File: config.mk
export PLATFORM = sky130hd
export DESIGN_NAME = mul_div_unit
export DESIGN_NICKNAME = d
export VERILOG_FILES = /design/src/rtl/mips_pkg.sv /design/src/rtl/mul_div_unit.sv
export SDC_FILE = /design/constraint.sdc
export NUM_CORES = 1
export LEC_CHECK = 0
export CORE_UTILIZATION = 46
export CTS_CLUSTER_DIAMETER = 200
export DETAILED_ROUTE_END_ITERATION = 12
export PLACE_DENSITY = 0.69
export SKIP_CTS_REPAIR_TIMING = 1
export SLEW_MARGIN = 30
export SYNTH_ARGS = -nofsm -noshare
export SYNTH_HDL_FRONTEND = slang
export SYNTH_SLANG_ARGS = --single-unit
File: constraint.sdc
create_clock -name clk -period 5.4 [get_ports clk]
set_input_delay 1.08 -clock clk [delete_from_list [all_inputs] [get_ports clk]]
set_output_delay 1.08 -clock clk [all_outputs]
set_load 0.05 [all_outputs]
File: src/rtl/mips_pkg.sv
// Shared MIPS datapath definitions used by the HI/LO multiply/divide unit.
package mips_pkg;

  // Multiply/divide operation select, encoded as driven by the decoder.
  typedef enum logic [1:0] {
    MD_MULT  = 2'd0,
    MD_MULTU = 2'd1,
    MD_DIV   = 2'd2,
    MD_DIVU  = 2'd3
  } md_op_t;

  // Iterative unit sequencing states.
  typedef enum logic [1:0] {
    MD_IDLE = 2'd0,
    MD_CALC = 2'd1,
    MD_FIX  = 2'd2
  } md_state_t;

  // Default operand width, which is also the number of CALC iterations.
  localparam int MD_ITERS = 32;

  // True for the two's-complement variants (MULT, DIV).
  function automatic logic md_is_signed(input md_op_t op);
    return (op == MD_MULT) || (op == MD_DIV);
  endfunction

  // True for the divide variants (DIV, DIVU).
  function automatic logic md_is_div(input md_op_t op);
    return (op == MD_DIV) || (op == MD_DIVU);
  endfunction

endpackage

File: src/rtl/mul_div_unit.sv
// Iterative HI/LO multiply/divide unit: one shift-add or restoring-subtract
// step per cycle on operand magnitudes, signs applied in a final FIX cycle.
module mul_div_unit
  import mips_pkg::*;
#(
  parameter int WIDTH = MD_ITERS
) (
  input  logic             clk,
  input  logic             reset,
  input  logic             start,
  input  md_op_t           op,
  input  logic [WIDTH-1:0] src_a,
  input  logic [WIDTH-1:0] src_b,
  input  logic             hi_we,
  input  logic             lo_we,
  input  logic [WIDTH-1:0] wd,
  output logic             busy,
  output logic             done,
  output logic [WIDTH-1:0] hi,
  output logic [WIDTH-1:0] lo
);

  localparam int AW = 2 * WIDTH;
  localparam int CW = (WIDTH > 1) ? $clog2(WIDTH) : 1;
  localparam logic [CW-1:0] CNT_LAST = CW'(WIDTH - 1);
  localparam logic [CW-1:0] CNT_ZERO = CW'(0);
  localparam logic [CW-1:0] CNT_ONE  = CW'(1);

  // Two's-complement negate of a WIDTH-bit value.
  function automatic logic [WIDTH-1:0] neg_w(input logic [WIDTH-1:0] x);
    return ~x + {{(WIDTH-1){1'b0}}, 1'b1};
  endfunction

  // Two's-complement negate of a double-width value.
  function automatic logic [AW-1:0] neg_2w(input logic [AW-1:0] x);
    return ~x + {{(AW-1){1'b0}}, 1'b1};
  endfunction

  // Magnitude of an operand; unsigned ops pass sgn=0 so the value is kept.
  function automatic logic [WIDTH-1:0] abs_w(input logic [WIDTH-1:0] x, input logic sgn);
    return sgn ? neg_w(x) : x;
  endfunction

  // One multiply step: acc = {partial, multiplier}; add multiplicand into the
  // upper half when the multiplier LSB is set, then shift right with carry.
  function automatic logic [AW-1:0] mul_step(input logic [AW-1:0] acc,
                                             input logic [WIDTH-1:0] mcand);
    logic [WIDTH:0] sum;
    sum = {1'b0, acc[AW-1:WIDTH]} + {1'b0, (acc[0] ? mcand : {WIDTH{1'b0}})};
    return {sum, acc[WIDTH-1:1]};
  endfunction

  // One restoring divide step: acc = {remainder, dividend/quotient}; shift in
  // the next dividend bit and subtract the divisor if it fits.
  function automatic logic [AW-1:0] div_step(input logic [AW-1:0] acc,
                                             input logic [WIDTH-1:0] dvsr);
    logic [WIDTH:0] rem;
    logic [WIDTH:0] diff;
    rem  = {acc[AW-1:WIDTH], acc[WIDTH-1]};
    diff = rem - {1'b0, dvsr};
    if (!diff[WIDTH]) begin
      return {diff[WIDTH-1:0], acc[WIDTH-2:0], 1'b1};
    end else begin
      return {rem[WIDTH-1:0], acc[WIDTH-2:0], 1'b0};
    end
  endfunction

  // Apply result signs. Divide by zero needs no special case: the magnitude
  // divide yields all-ones/|a|, and the sign rules turn that into 1/a for a<0.
  function automatic logic [AW-1:0] fix_result(input logic is_div, input logic neg_a,
                                               input logic neg_b, input logic [AW-1:0] acc);
    logic [WIDTH-1:0] quo;
    logic [WIDTH-1:0] rem;
    logic [AW-1:0]    prod;
    if (is_div) begin
      quo = (neg_a ^ neg_b) ? neg_w(acc[WIDTH-1:0]) : acc[WIDTH-1:0];
      rem = neg_a ? neg_w(acc[AW-1:WIDTH]) : acc[AW-1:WIDTH];
      return {rem, quo};
    end else begin
      prod = (neg_a ^ neg_b) ? neg_2w(acc) : acc;
      return prod;
    end
  endfunction

  md_state_t        state_q, state_d;
  logic [CW-1:0]    cnt_q, cnt_d;
  md_op_t           op_q, op_d;
  logic [WIDTH-1:0] opnd_q, opnd_d;     // multiplicand |a| or divisor |b|
  logic             neg_a_q, neg_a_d;
  logic             neg_b_q, neg_b_d;
  logic [AW-1:0]    acc_q, acc_d;
  logic [WIDTH-1:0] hi_q, hi_d;
  logic [WIDTH-1:0] lo_q, lo_d;
  logic             done_q, done_d;
  logic             busy_q, busy_d;

  logic             start_signed_s;
  logic             start_neg_a_s;
  logic             start_neg_b_s;
  logic [WIDTH-1:0] start_abs_a_s;
  logic [WIDTH-1:0] start_abs_b_s;
  logic [AW-1:0]    fix_s;

  // Operand conditioning for a launch: sign flags and magnitudes.
  always_comb begin
    start_signed_s = md_is_signed(op);
    start_neg_a_s  = start_signed_s & src_a[WIDTH-1];
    start_neg_b_s  = start_signed_s & src_b[WIDTH-1];
    start_abs_a_s  = abs_w(src_a, start_neg_a_s);
    start_abs_b_s  = abs_w(src_b, start_neg_b_s);
    fix_s          = fix_result(md_is_div(op_q), neg_a_q, neg_b_q, acc_q);
  end

  // Next-state logic: IDLE accepts MT writes and launches, CALC iterates, FIX commits.
  always_comb begin
    state_d = state_q;
    cnt_d   = cnt_q;
    op_d    = op_q;
    opnd_d  = opnd_q;
    neg_a_d = neg_a_q;
    neg_b_d = neg_b_q;
    acc_d   = acc_q;
    hi_d    = hi_q;
    lo_d    = lo_q;
    done_d  = 1'b0;
    case (state_q)
      MD_IDLE: begin
        if (hi_we) begin
          hi_d = wd;
        end else begin
          hi_d = hi_q;
        end
        if (lo_we) begin
          lo_d = wd;
        end else begin
          lo_d = lo_q;
        end
        if (start) begin
          op_d    = op;
          neg_a_d = start_neg_a_s;
          neg_b_d = start_neg_b_s;
          if (md_is_div(op)) begin
            opnd_d = start_abs_b_s;
            acc_d  = {{WIDTH{1'b0}}, start_abs_a_s};
          end else begin
            opnd_d = start_abs_a_s;
            acc_d  = {{WIDTH{1'b0}}, start_abs_b_s};
          end
          cnt_d   = CNT_LAST;
          state_d = MD_CALC;
        end else begin
          state_d = MD_IDLE;
        end
      end
      MD_CALC: begin
        if (md_is_div(op_q)) begin
          acc_d = div_step(acc_q, opnd_q);
        end else begin
          acc_d = mul_step(acc_q, opnd_q);
        end
        if (cnt_q == CNT_ZERO) begin
          state_d = MD_FIX;
        end else begin
          cnt_d = cnt_q - CNT_ONE;
        end
      end
      MD_FIX: begin
        hi_d    = fix_s[AW-1:WIDTH];
        lo_d    = fix_s[WIDTH-1:0];
        done_d  = 1'b1;
        state_d = MD_IDLE;
      end
      default: begin
        state_d = MD_IDLE;
      end
    endcase
    busy_d = (state_d != MD_IDLE);
  end

  // State and architectural HI/LO registers; reset clears everything, even mid-op.
  always_ff @(posedge clk or posedge reset) begin
    if (reset) begin
      state_q <= MD_IDLE;
      cnt_q   <= CNT_ZERO;
      op_q    <= MD_MULT;
      opnd_q  <= {WIDTH{1'b0}};
      neg_a_q <= 1'b0;
      neg_b_q <= 1'b0;
      acc_q   <= {AW{1'b0}};
      hi_q    <= {WIDTH{1'b0}};
      lo_q    <= {WIDTH{1'b0}};
      done_q  <= 1'b0;
      busy_q  <= 1'b0;
    end else begin
      state_q <= state_d;
      cnt_q   <= cnt_d;
      op_q    <= op_d;
      opnd_q  <= opnd_d;
      neg_a_q <= neg_a_d;
      neg_b_q <= neg_b_d;
      acc_q   <= acc_d;
      hi_q    <= hi_d;
      lo_q    <= lo_d;
      done_q  <= done_d;
      busy_q  <= busy_d;
    end
  end

  assign busy = busy_q;
  assign done = done_q;
  assign hi   = hi_q;
  assign lo   = lo_q;

endmodule

; Yosys cells after proc, flatten, opt, wreduce, memory -nomap -nowiden
; Index checks and enable logic that the tools add are counted.
; W data, S select, Z words.
[totals]
out_inout_bits = 66
inputBits = 103
ff_bits = 173
elab_cells = 75
[classes]
n_eq_ne = 10
muxes = 24
n_reduce_logical = 14
add_sub_neg = 8
bitwise_logic = 8
[ops]
columns = op, n
row1 = $mux W64, 5
row2 = $mux W32, 9
row3 = $add A32 B1 Y32 const B, 4
row4 = $not A32 Y32, 4
row5 = $pmux W32 S2, 2
row6 = $pmux W64 S2, 1
row7 = $add A64 B1 Y64 const B, 1
row8 = $not A64 Y64, 1
row9 = $add A32 B32 Y33, 1
row10 = $sub A33 B32 Y33, 1
row11 = $eq A2 B2 Y1 const B, 5
row12 = $mux W5, 2
row13 = $pmux W5 S2, 1
row14 = $ne A2 B2 Y1 const B, 4
row15 = $reduce_and A2 Y1, 4
row16 = $reduce_bool A2 Y1, 3
row17 = $logic_not A5 Y1, 1
row18 = $sub A5 B1 Y5 const B, 1
row19 = $logic_not A2 Y1, 2
row20 = $pmux W2 S2, 1
row21 = $logic_or A1 B1 Y1, 3
row22 = $reduce_and A3 Y1, 1
row23 = $and A1 B1 Y1, 2
row24 = $eq A2 B1 Y1 const B, 1
row25 = other kinds (3), 4

; Longest topological paths before layout
[depth]
depth_word = 7
ltp_mapped = 14
depth_no_buf = 13

; Worst setup path before layout
; No wires, ideal clock.
[synth_timing]
path_kind = input port to flip-flop
from = input src_b[5]
to = register acc_q[26]
arrival_ps = 3438
stages = 9
path_buffers = 0
t_required_ps = 5335
setup_ps = 65
setup_slack_ps = 1896
cell_sequence = or4_1 -> or3_1 -> nor4_1 -> a21o_1 -> o21ai_0 -> xor2_1 -> nor2_1 -> a211oi_1 -> o22a_1
[synth_via]
elab_chain_cells = 6
[synth_lines]
columns = element, line_no
row1 = "start, declared", mul_div_unit.sv:13  ; input logic [WIDTH-1:0] src_b,
row2 = $not A32 Y32, mul_div_unit.sv:31  ; return ~x + {{(WIDTH-1){1'b0}}, 1'b1};
row3 = $add A32 B1 Y32, mul_div_unit.sv:31
row4 = $mux W32, mul_div_unit.sv:41  ; return sgn ? neg_w(x) : x;
row5 = $mux W32, mul_div_unit.sv:142  ; if (md_is_div(op)) begin
row6 = $mux W64, mul_div_unit.sv:138  ; if (start) begin
row7 = $pmux W64 S2, mul_div_unit.sv:126  ; case (state_q)
row8 = "end signal, assigned", mul_div_unit.sv:189  ; acc_q <= {AW{1'b0}};
row9 = "end, declared", mul_div_unit.sv:91  ; logic [AW-1:0] acc_q, acc_d;
; Every way passes these cells. The select of a mux whose other input is x is not followed.
; A chain may end at the register's enable or synchronous reset.

; Final worst setup path
[layout_timing]
from = input src_b[5]
to = register acc_q[27]
; The elaborated chain is that of the path after synthesis.

==> impl_results.md <==
- Outcome: complete, no violations
- Initial Util: between 40 and 50%
- Clock Sinks: between 150 and 200
- Routed len/inst: 20.6 µm
- Part of the power in registers: 22.3%
- Most frequent cells in the layout: 233 x nor2_1, 219 x nand2_1, 190 x o21ai_0
- Worst clock skew: 9.98 ps
- Antenna diodes: 0
- Sw Pwr: ~6700 µW
- Static Leak: 0.00734 µW
- Root Buffer: clkbuf_16
- Clock-pin slew on the worst setup and hold paths: 70 ps
- GRT overflow: 0
- Worst Hold Depth: 1
- Routed Wire Length: 50.3 mm
- DR vias/cell: 6.11
- Antenna violations before repair: 0
- Post-route cell area: around 17000 µm²
- PwrDens: 731 nW/µm²
- EDFF count, synth: 0
- Switching part of the total: 52.6%
- Fin. Hold Viols: 0
- Most common cell after layout, fill and taps aside: nor2_1
- Global Route Usage Sum: a little under a third
- IO Port Bufs: 168
- Unique masters post-synth: 70
- CP Class: in2reg
- Ys Warns: 0
- IO Count: 169
- DRT antenna net count: 0
- Mapped Area: approximately 15000 µm²
- CP startpoint kind: input pin
- Final Net Count: 2200
- Seq/Total Area, Yosys: between 20% and 30%
- R2r setup slk: 1320 ps
- R2r startpoint: acc_q[31]
- Crit path launch: src_b[5]
- RSZ-0062 raised after global routing: no
- FF-to-FF path depth: 13
- Hold Path End: opnd_q[18]
- Row cnt: 65
- Clock Tree Buf Depth: 2
- Worst hold start: opnd_q[18]
- H-tree depth: 4
- FMAX: roughly 240 MHz
- Initial drt markers: 1437
- DP Wirelength: 38.8 mm
- Internal power: 6040 µW
- First-pass GRT wire length: 78.3 mm
- CP Capture Type: flip-flop
- Final period utilization: between 70% and 80%
- CTS Buf Count: 17
- Crit path DAT: 4460 ps
- Total number of vias: 14900
- Worst r2r dst: acc_q[41]
- WP data required: roughly 5700 ps
- Final setup fails: 0
- CTS tree: built
- Syn nets: 2103
- Post-synth ARST share: 100%
- Clk network pwr share: 10.2%
- Die X: 181 µm
- Setup_tns: 0 ps
- DRT Pass-1 Iters: 5
- Combinational power share: between 60 and 70%
- Layout cells sized above 1: under 10%
- Min cycle time layout: about 4100 ps
- Cell Area, Placed: 16800 µm²
- Synth-to-layout area growth: 17.5%
- DR DRC count: 0
- Cell count after synthesis: 1929
- Worst vdd ir: approximately 0.32 mV
- Die Y: between 150 and 200 µm
- Worst Max-Slew Pin Slew: 1000 ps
- Rel. slew slack: around 33%
- Crit path max fanout: 5
- Vias in the first global route: about 14000
- Hold Path Class: reg2reg
- Average size of a mapped cell: 7.68 µm²
- Largest net degree at the start of global routing: roughly 150
- Max-slew violations: 0
- MaxCap Viol Count: 0
- Ys flop type: dfrtp_1
- Die footprint: 32900 µm²
- Post-synthesis sequential element count: 172
- Clk Latency, worst-skew pair: 440 ps
- Core area: between 30000 and 40000 µm²
- Gpl congestion: between 0.9 and 1
==> registers in the layout, indices dropped and copies added, names as in the netlist <==
register	cells
state_q	2
acc_q	64
neg_b_q	1
done	1
opnd_q	32
op_q	1
neg_a_q	1
busy	1
hi	32
cnt_q	5
lo	32
==> metrics by stage <==
step | instances | power [µW] | hold WS, ps | setup WS (ps) | utilization, %
floorplan | 1929 | 8820 | 439 | 1900 | -
global placement | 2409 | 11100 | 462 | 1000 | 53.0
detailed placement | 2409 | 11300 | 467 | 969 | 53.1
CTS | 2440 | 12600 | 483 | 1340 | 55.0
global route | 2440 | 13600 | 500 | 1090 | 55.0
finish | 2440 | 12700 | 479 | 1260 | 55.0
==> synth_stat cells, types with 27 or more instances <==
cell,number,area share (%)
clkbuf_1,94,2.4
nor3_1,40,1.4
mux2i_1,60,4.1
a31oi_1,27,1.1
a21o_1,32,1.6
nand2_1,221,5.6
nor2_1,233,5.9
dfrtp_1,172,29
xnor2_1,102,6.0
a21oi_1,180,6.1
o21ai_0,190,6.4
ha_1,69,5.8
inv_1,65,1.6
o31ai_1,45,2.3
xor2_1,70,4.1
==> kinds of logic after synthesis <==
group / share of synthesized area (%)
multiplexers: 4.66
flip-flops: 29.1
XOR/XNOR: 10.2
buffers and inverters: 4.58
AO/OA/AOI/OAI: 25.4
AND/OR/NAND/NOR: 20.0
adder cells (fa/ha/maj): 6.10
==> how the worst max path moves through the flow <==
stage | slack, ps | endpoint | depth (start not counted)
2_1_floorplan | 1900 | acc_q[26] | 9
3_3_place_gp | 1000 | acc_q[27] | 9
3_5_place_dp | 970 | acc_q[27] | 9
4_1_cts | 1340 | acc_q[41] | 13
5_1_grt | 1090 | acc_q[62] | 12
6_report | 1260 | acc_q[27] | 9
==> area by class of cell <==
type | instances | area [µm²]
sequential | 172 | 4310
multi-input combinational | 1580 | 9880
tap | 402 | 503
inverter | 66 | 251
timing repair buffer | 189 | 1860
fill | 2988 | 14200
clock buffer | 20 | 467
clock inverter | 11 | 133
==> power by group through the flow <==
stage               Sequential [µW]  Clock [µW]  Combinational, µW
detailed placement             2830           0               8450
floorplan                      3190           0               5630
global placement               2810           0               8320
finish                         2840        1300               8580
global route                   2910        1360               9340
CTS                            2800        1300               8500
==> worst max-delay path: stages <==
cell and delay, ps:
clkdlybuf4s50_1 450, or4_1 560, or3_1 420, nor4_1 850, and2_1 320, a21oi_1 110
xnor2_1 220, a21oi_1 90, a221o_1 350
==> routing by layer <==
metal / vias to the layer above / wire, µm / track usage (%)
li1: 7110 / - / -
met1: 7043 / 22600 / 42.5
met2: 662 / 22400 / 47.6
met3: 84 / 3550 / 4.63
met4: 0 / 1730 / 12.0
met5: - / 0 / 0
Note: power is estimated with default switching activity, not from simulation.
